`src/rtl/decoder3_8_seq_if.sv`:
```
// ---------------------------------------------------------------------------
// decoder3_8_seq_if
//   Valid/ready code channel that feeds the sequenced 3-to-8 decoder.
//
//   Signals:
//     in_valid  master -> slave  a code is presented this cycle
//     in_ready  slave  -> master the receiver can accept a code this cycle
//     in_code   master -> slave  3-bit binary code 0..7
//
//   Modports:
//     master : producer of codes (testbench / upstream block)
//     slave  : the decoder
// ---------------------------------------------------------------------------
interface decoder3_8_seq_if;
  logic       in_valid;
  logic       in_ready;
  logic [2:0] in_code;

  modport master (
    output in_valid,
    output in_code,
    input  in_ready
  );

  modport slave (
    input  in_valid,
    input  in_code,
    output in_ready
  );
endinterface

```
`src/rtl/decoder3_8_seq.sv`:
```
// ---------------------------------------------------------------------------
// decoder3_8_seq
//   Sequenced 3-to-8 decoder. Codes arrive over a valid/ready channel into a
//   2-entry FIFO. Each code is turned into a one-hot 8-bit strobe that is
//   driven for HOLD_CYCLES cycles, followed by GAP_CYCLES cycles of all-zero
//   output and one IDLE cycle before the next code may launch.
//
//   Parameters:
//     HOLD_CYCLES  cycles each one-hot word is driven        (1..255)
//     GAP_CYCLES   cycles of y = 0 after each hold           (1..255)
//
//   Ports:
//     clk         rising-edge clock
//     rst_n       asynchronous active-low reset; flushes the FIFO
//     in_if       slave side of the code channel (in_valid/in_ready/in_code)
//     en          launch enable, sampled only when the FSM is IDLE
//     y           registered one-hot word, or 8'h00
//     y_valid     high while y carries a decoded word
//     busy        FSM not IDLE or FIFO non-empty
//     fifo_level  FIFO occupancy 0..2
// ---------------------------------------------------------------------------
module decoder3_8_seq #(
  parameter int HOLD_CYCLES = 4,
  parameter int GAP_CYCLES  = 1
) (
  input  logic                   clk,
  input  logic                   rst_n,
  decoder3_8_seq_if.slave        in_if,
  input  logic                   en,
  output logic [7:0]             y,
  output logic                   y_valid,
  output logic                   busy,
  output logic [1:0]             fifo_level
);

  // Counter reload values; the counter counts down to zero so a state lasts
  // exactly (load + 1) cycles.
  localparam logic [7:0] HOLD_LOAD = 8'(HOLD_CYCLES - 1);
  localparam logic [7:0] GAP_LOAD  = 8'(GAP_CYCLES - 1);

  typedef enum logic [1:0] {
    IDLE  = 2'd0,
    DRIVE = 2'd1,
    GAP   = 2'd2
  } state_t;

  // -------------------------------------------------------------------------
  // FIFO storage and control
  // -------------------------------------------------------------------------
  logic [2:0] fifo_mem [2];
  logic       wr_ptr_reg;
  logic       rd_ptr_reg;
  logic [1:0] level_reg;

  logic       push;
  logic       pop;
  logic [2:0] head_code;
  logic [7:0] head_onehot;

  // FSM registers
  state_t     state_reg;
  logic [7:0] cnt_reg;
  logic [7:0] y_reg;
  logic       y_valid_reg;

  // Ready is purely occupancy based: a full FIFO refuses a push even when a
  // pop happens in the same cycle, so ready never depends on en or the FSM.
  assign in_if.in_ready = (level_reg != 2'd2);

  assign push = in_if.in_valid && in_if.in_ready;

  // A pop is exactly a launch: only IDLE with a queued code and en high.
  assign pop  = (state_reg == IDLE) && en && (level_reg != 2'd0);

  assign head_code = fifo_mem[rd_ptr_reg];

  // One-hot decode of the FIFO head, one comparator per output bit.
  generate
    for (genvar gi = 0; gi < 8; gi++) begin : g_decode
      assign head_onehot[gi] = (head_code == 3'(gi));
    end
  endgenerate

  // Storage needs no reset: entries are only read when level_reg says they
  // were written after the last reset.
  always_ff @(posedge clk) begin
    if (push) begin
      fifo_mem[wr_ptr_reg] <= in_if.in_code;
    end
  end

  always_ff @(posedge clk or negedge rst_n) begin
    if (!rst_n) begin
      wr_ptr_reg <= 1'b0;
      rd_ptr_reg <= 1'b0;
      level_reg  <= 2'd0;
    end else begin
      if (push) begin
        wr_ptr_reg <= ~wr_ptr_reg;
      end
      if (pop) begin
        rd_ptr_reg <= ~rd_ptr_reg;
      end
      // Simultaneous push and pop (only possible at level 1) leaves the
      // level unchanged; the pointers still advance, keeping order.
      case ({push, pop})
        2'b10:   level_reg <= level_reg + 2'd1;
        2'b01:   level_reg <= level_reg - 2'd1;
        default: level_reg <= level_reg;
      endcase
    end
  end

  // -------------------------------------------------------------------------
  // Output sequencer: IDLE -> DRIVE (hold) -> GAP (zero) -> IDLE
  // -------------------------------------------------------------------------
  always_ff @(posedge clk or negedge rst_n) begin
    if (!rst_n) begin
      state_reg   <= IDLE;
      cnt_reg     <= 8'd0;
      y_reg       <= 8'h00;
      y_valid_reg <= 1'b0;
    end else begin
      case (state_reg)
        IDLE: begin
          y_reg       <= 8'h00;
          y_valid_reg <= 1'b0;
          if (pop) begin
            y_reg       <= head_onehot;
            y_valid_reg <= 1'b1;
            cnt_reg     <= HOLD_LOAD;
            state_reg   <= DRIVE;
          end
        end

        DRIVE: begin
          // en is deliberately ignored here so a word is never truncated.
          if (cnt_reg != 8'd0) begin
            cnt_reg <= cnt_reg - 8'd1;
          end else begin
            y_reg       <= 8'h00;
            y_valid_reg <= 1'b0;
            cnt_reg     <= GAP_LOAD;
            state_reg   <= GAP;
          end
        end

        GAP: begin
          y_reg       <= 8'h00;
          y_valid_reg <= 1'b0;
          if (cnt_reg != 8'd0) begin
            cnt_reg <= cnt_reg - 8'd1;
          end else begin
            state_reg <= IDLE;
          end
        end

        default: begin
          state_reg   <= IDLE;
          cnt_reg     <= 8'd0;
          y_reg       <= 8'h00;
          y_valid_reg <= 1'b0;
        end
      endcase
    end
  end

  assign y          = y_reg;
  assign y_valid    = y_valid_reg;
  assign fifo_level = level_reg;
  assign busy       = (state_reg != IDLE) || (level_reg != 2'd0);

endmodule

```
`src/flat_wrapper.sv`:
```
// flat-port wrapper written by rule: the top's interface ports become plain ports
module decoder3_8_seq_flat 
#(
  parameter int HOLD_CYCLES = 4,
  parameter int GAP_CYCLES  = 1
)
  (clk, rst_n, en, y, y_valid, busy, fifo_level, in_if_in_valid, in_if_in_code, in_if_in_ready);
  decoder3_8_seq_if in_if_i ();
  input  logic clk;
  input  logic rst_n;
  input  logic en;
  output logic [7:0] y;
  output logic y_valid;
  output logic busy;
  output logic [1:0] fifo_level;
  input wire logic [$bits(in_if_i.in_valid)-1:0] in_if_in_valid;
  input wire logic [$bits(in_if_i.in_code)-1:0] in_if_in_code;
  output wire logic [$bits(in_if_i.in_ready)-1:0] in_if_in_ready;
  assign in_if_i.in_valid = in_if_in_valid;
  assign in_if_i.in_code = in_if_in_code;
  assign in_if_in_ready = in_if_i.in_ready;
  decoder3_8_seq #(.HOLD_CYCLES(HOLD_CYCLES), .GAP_CYCLES(GAP_CYCLES)) u_core (.clk(clk), .rst_n(rst_n), .in_if(in_if_i), .en(en), .y(y), .y_valid(y_valid), .busy(busy), .fifo_level(fifo_level));
endmodule
```
`config.mk`:
```
export PLATFORM = sky130hd
export DESIGN_NAME = decoder3_8_seq_flat
export DESIGN_NICKNAME = d
export VERILOG_FILES = /design/src/rtl/decoder3_8_seq_if.sv /design/src/rtl/decoder3_8_seq.sv /design/src/flat_wrapper.sv
export SDC_FILE = /design/constraint.sdc
export NUM_CORES = 1
export LEC_CHECK = 0
export ABC_CLOCK_PERIOD_IN_PS = 2300
export CORE_ASPECT_RATIO = 0.6
export CORE_MARGIN = 2
export CORE_UTILIZATION = 53
export DETAILED_ROUTE_END_ITERATION = 12
export HOLD_SLACK_MARGIN = 0.05
export PLACE_DENSITY = 0.8
export SLEW_MARGIN = 20
export SYNTH_ARGS = -nofsm -noshare
export SYNTH_HDL_FRONTEND = slang
export SYNTH_SLANG_ARGS = --single-unit
```
`constraint.sdc`:
```
create_clock -name clk -period 2.3 [get_ports clk]
set_input_delay 0.46 -clock clk [delete_from_list [all_inputs] [get_ports clk]]
set_output_delay 0.46 -clock clk [all_outputs]
set_load 0.05 [all_outputs]
```
After elaboration in Yosys (flattened, before gate mapping)
Memories as Yosys holds them, arrays and structs flattened.
Index checks and enable logic that the tools add are counted.
{"block": "classes", "reduce_logical": 12, "bitwise": 2, "n_addsub": 3, "n_mux": 17, "n_eq_ne": 16}
{"operator": "$mux 8", "n": 5}
{"operator": "$pmux 8 s3", "n": 1}
{"operator": "$pmux 8 s2", "n": 1}
{"operator": "$eq 3x3->1 const B", "n": 4}
{"operator": "$reduce_bool 8->1", "n": 1}
{"operator": "$sub 8x1->8 const B", "n": 1}
{"operator": "$eq 3x2->1 const B", "n": 2}
{"operator": "$mux 2", "n": 3}
{"operator": "$ne 2x2->1 const B", "n": 3}
{"operator": "$pmux 2 s3", "n": 1}
{"operator": "$reduce_bool 2->1", "n": 3}
{"operator": "$eq 2x1->1 const B", "n": 2}
{"operator": "$eq 2x2->1 const B", "n": 2}
{"operator": "$mux 1", "n": 4}
{"operator": "$ne 2x1->1 const B", "n": 2}
{"operator": "$pmux 2 s2", "n": 1}
{"operator": "$eq 3x1->1 const B", "n": 1}
{"operator": "$logic_and 1x1->1", "n": 3}
{"operator": "$logic_not 3->1", "n": 1}
{"operator": "$reduce_and 3->1", "n": 1}
{"operator": "$add 2x1->2 const B", "n": 1}
{"operator": "$logic_not 2->1", "n": 1}
{"operator": "$not 1->1", "n": 2}
{"operator": "$pmux 1 s2", "n": 1}
{"operator": "other kinds (3)", "n": 3}
{"block": "word_totals", "memories": 1, "mem_bits_rw": 6, "output_inout_bits": 13, "ff_bits": 23}
{"memory": "u_core.fifo_mem", "words": 2, "word_bits": 3, "rd": 1, "rd_ports_with_merged_regs": 0, "wr": 1, "line_no": "decoder3_8_seq.sv:50", "rtl": "logic [2:0] fifo_mem [2];"}

Logic depth before layout (Yosys ltp)
{"block": "logic_depth", "word_depth": 5, "depth_mapped": 8, "ltp_nobuf": 7}

Worst setup path before layout
OpenSTA, ideal clock, no wires.
{"block": "synth_path", "path_kind": "register to register", "start": "register u_core.level_reg[0] (netlist: u_core.fifo_level[0])", "end": "register u_core.level_reg[1] (netlist: u_core.fifo_level[1])", "path_stages_with_launch": 7, "path_buffers": 0, "slack_ns": 0.216, "arrival_time_ns": 1.938, "required_ns": 2.154, "synth_period_minus_slack_ns": 2.084, "path_cell_list": "dfrtp_1 -> nand2b_1 -> nand2_1 -> ha_1 -> xnor2_1 -> nor2_1 -> xor2_1"}
{"block": "synth_between", "elab_chain_len": 4, "elab_cells_between_ends": 10}
{"item": "start: declaration", "line_no": "decoder3_8_seq.sv:53", "rtl": "logic [1:0] level_reg;"}
{"item": "start signal: assignment", "line_no": "decoder3_8_seq.sv:107", "rtl": "2'b10: level_reg <= level_reg + 2'd1;"}
{"item": "start signal: assignment", "line_no": "decoder3_8_seq.sv:108", "rtl": "2'b01: level_reg <= level_reg - 2'd1;"}
{"item": "start signal: assignment", "line_no": "decoder3_8_seq.sv:109", "rtl": "default: level_reg <= level_reg;"}
{"item": "$ne 2x2->1 (*)", "line_no": "decoder3_8_seq.sv:68", "rtl": "assign in_if.in_ready = (level_reg != 2'd2);"}
{"item": "named net in_if_in_ready", "line_no": "flat_wrapper.sv:18", "rtl": "output wire logic [$bits(in_if_i.in_ready)-1:0] in_if_in_ready;"}
{"item": "$logic_and 1x1->1 (*)", "line_no": "decoder3_8_seq.sv:70", "rtl": "assign push = in_if.in_valid && in_if.in_ready;"}
{"item": "$eq 2x1->1 / $eq 2x2->1 (equally long branches)", "line_no": "decoder3_8_seq.sv:106", "rtl": "case ({push, pop})"}
{"item": "$pmux 2 s2 / $reduce_bool 2->1 (equally long branches)"}
Mark *: on every way through the listed nets, which the timed path passes. The rest lies on a longest branch.
A chain may end at the register's enable or synchronous reset.

Worst setup path after layout
{"block": "layout_path", "start": "register u_core.level_reg[0] (netlist: u_core.fifo_level[0])", "end": "output in_if_in_ready"}
{"block": "layout_between", "elab_chain_len": 1}
{"item": "$ne 2x2->1", "line_no": "decoder3_8_seq.sv:68"}
{"item": "end: declaration", "line_no": "flat_wrapper.sv:18"}
No other way between the ends.

==> results.cfg <==
[layout]
syn2layout_area_growth_pct = 21.9
fillers = 194
design_area_um2 = 1780
layoutNonFillerInstCount = 199
diodes = 0
layout.nets = 176
drive_gt1_share_pct = 11.4

[power_and_ir_drop]
seq_power_share_pct = 46.4
p_sw_share_pct = 32.8
pwr-share-clk_pct = 29.1
comb_power_share_pct = 24.5
p_int_mw = 0.919
leakage_nw = 0.762
power.total_mw = 1.37
power_switching_mw = 0.448
powerDensity_nw_per_um2 = 768
vdd_ir_drop_max_uv = 676

[worst_setup_path]
required_ps = 1840
critPathMaxFanout = 6
critPathKind = reg -> out
cp_data_arrival_time_ps = 1700
endpoint_kind = output pin
startpoint_type = flip-flop

[clock_tree]
cts-buffers-inserted = 5
clk_pin_slew_ps = 60
ctsRootBufferMaster = clkbuf_8
cts.sinks = 29
ctsHoldBuffers = 0
cts_tree = built
cts.path.max_buffers = 2
htreeDepth = 2
clk_latency_ps = 280
ctsResizeCount = 0
post_cts_buffers = 0

[min_path]
hold_class = reg -> reg

[synthesis]
ys_seq_area_share_pct = 51.8
synth_area_leaders = dfrtp_1 39%, edfxtp_1 12%, a22o_1 5.4%
synth_common_cells = 23 x dfrtp_1, 10 x inv_1, 10 x nand2_1, 10 x nor2_1
synth_edf_count = 6
synth_cell_types = 42
netlist_area_um2 = 1460
synth_most_common_cell = dfrtp_1
yosys.area_share.simple_pct = 17.9
yosysTopAreaCell = dfrtp_1
synth.area.mux_share_pct = 2.06
synth_area_per_cell_um2 = 10.4
synth_ff_type = dfrtp_1
synth_compound_area_share_pct = 18.2
synthXorXnorAreaFrac_pct = 3.60
syn_nets = 151
ys_warn_count = 0
ys_async_sr_fraction_pct = 79.3
synth_top_family_by_area = compound AO/OA/AOI/OAI gates
yosys.area_share.adder_pct = 2.57
syn_inst = 141
yosys_register_bits = 29
synth_top_area_share_pct = 39.4

[route]
routed_wl_mm = 3.29
drt_first_pass_iters = 4
drt.antenna.violating_nets = 0
drc = 0
drt_iter0_drc = 82
via_per_inst = 5.93
wl_per_cell_um = 16.5
vias = 1181

[sta]
fin_hold_ws_ps = 482
finalSetupViolations = 0
rsz0062_at_grt = false
finalCriticalPeriod_ps = 2160
setup-tns-final_ps = 0
finClkSkew_ps = 11.9
slew_violations = 0
worstMarginPinSlew_ps = 837
fmax_mhz = 462
period_share_pct = 94.1
hold_viol = 0
maxSlewHeadroom_pct = 44.2

[run_status]
status = finished, final reports clean

[flow_run]
drv_cap = 0

[placement]
dp_hpwl_mm = 2.40
place_congestion = 0.900
portBuffers = 19
post-place-cells = 191
postPlaceCellArea_um2 = 1700

[floorplan]
die_w_um = 71.8
rows = 14
initial_utilization_pct = 57.1
coreArea_um2 = 2560
die_h_um = 44.7
dieArea_um2 = 3200
ioPinCount = 20

[global_route]
grtUsageTotal_pct = 23.8
gr-total-overflow = 0
grt_pass1_vias = 1134
antenna_found_initial = 0
grt_start_max_net_pins = 24
grt_pass1_wl_mm = 5.58
## power groups by stage
stage | Sequential, mW | Clock, mW | Combinational (mW)
final | 0.635 | 0.397 | 0.335
after global routing | 0.643 | 0.422 | 0.359
after floorplan | 0.696 | 0 | 0.157
after CTS | 0.635 | 0.404 | 0.337
after detailed placement | 0.643 | 0 | 0.335
after global placement | 0.639 | 0 | 0.323
## layout make-up
cell class / count / area, um2 / area share, %
Clock buffer: 6 / 72.6 / 4.08
Clock inverter: 2 / 10.0 / 0.562
Inverter: 10 / 37.5 / 2.11
Multi-Input combinational cell: 97 / 647 / 36.3
Sequential cell: 29 / 756 / 42.4
Tap cell: 32 / 40.0 / 2.25
Timing Repair Buffer: 23 / 218 / 12.2
## worst max-delay path: stages (launching register included)
cell and delay, ps:
dfrtp_1 450, nand2b_1 170, clkdlybuf4s50_1 810
## per-layer routing
metal  up-vias  global-route usage, %  wire [um]
li1        562                      -          -
met1       565                   33.3       1590
met3         6                   6.61        232
met2        48                   36.9       1440
met5         -                      0          0
met4         0                   7.17         30
## stage by stage
step / utilization, % / worst slack, ps
6_report: 69.6 / 136
5_1_grt: 69.6 / 45.5
4_1_cts: 69.6 / 112
3_5_place_dp: 66.4 / 192
3_3_place_gp: 66.4 / 279
2_1_floorplan: - / 216
## cell usage in the layout (no fill, tap or decap), drive strengths merged, types with 2 or more instances in the layout
cell type / instances
a21oi: 4
a22o: 9
a31oi: 2
a32o: 2
and2: 2
and3: 3
buf: 5
clkbuf: 6
clkdlybuf4s50: 18
clkinv: 2
dfrtp: 23
edfxtp: 6
ha: 3
inv: 10
mux2i: 3
nand2: 10
nand2b: 3
nand3: 4
nor2: 10
nor3: 5
nor3b: 3
o21ai: 9
or3: 3
or3b: 2
xnor2: 5
## cells by family (layout without fill, tap and decap cells)
logic type      after synthesis  in the layout
fa+ha+maj                     3              3
xor+xnor                      6              6
simple gates                 48             48
mux                           3              3
buf+inv                      15             41
flops                        29             29
compound gates               37             37
## final timing paths
check	startpoint	endpoint	slack, ps	cells after the start
min reg2reg	u_core.y_valid	u_core.y_valid	480	2
max	u_core.fifo_level[0]	in_if_in_ready	140	2
max in group asynchronous	rst_n	u_core.cnt_reg[5]	1520	2
min in group asynchronous	rst_n	u_core.cnt_reg[1]	530	2
min	u_core.y_valid	u_core.y_valid	480	2
max reg2reg	u_core.cnt_reg[0]	u_core.cnt_reg[1]	210	7
(Power assumes the default switching activity.)
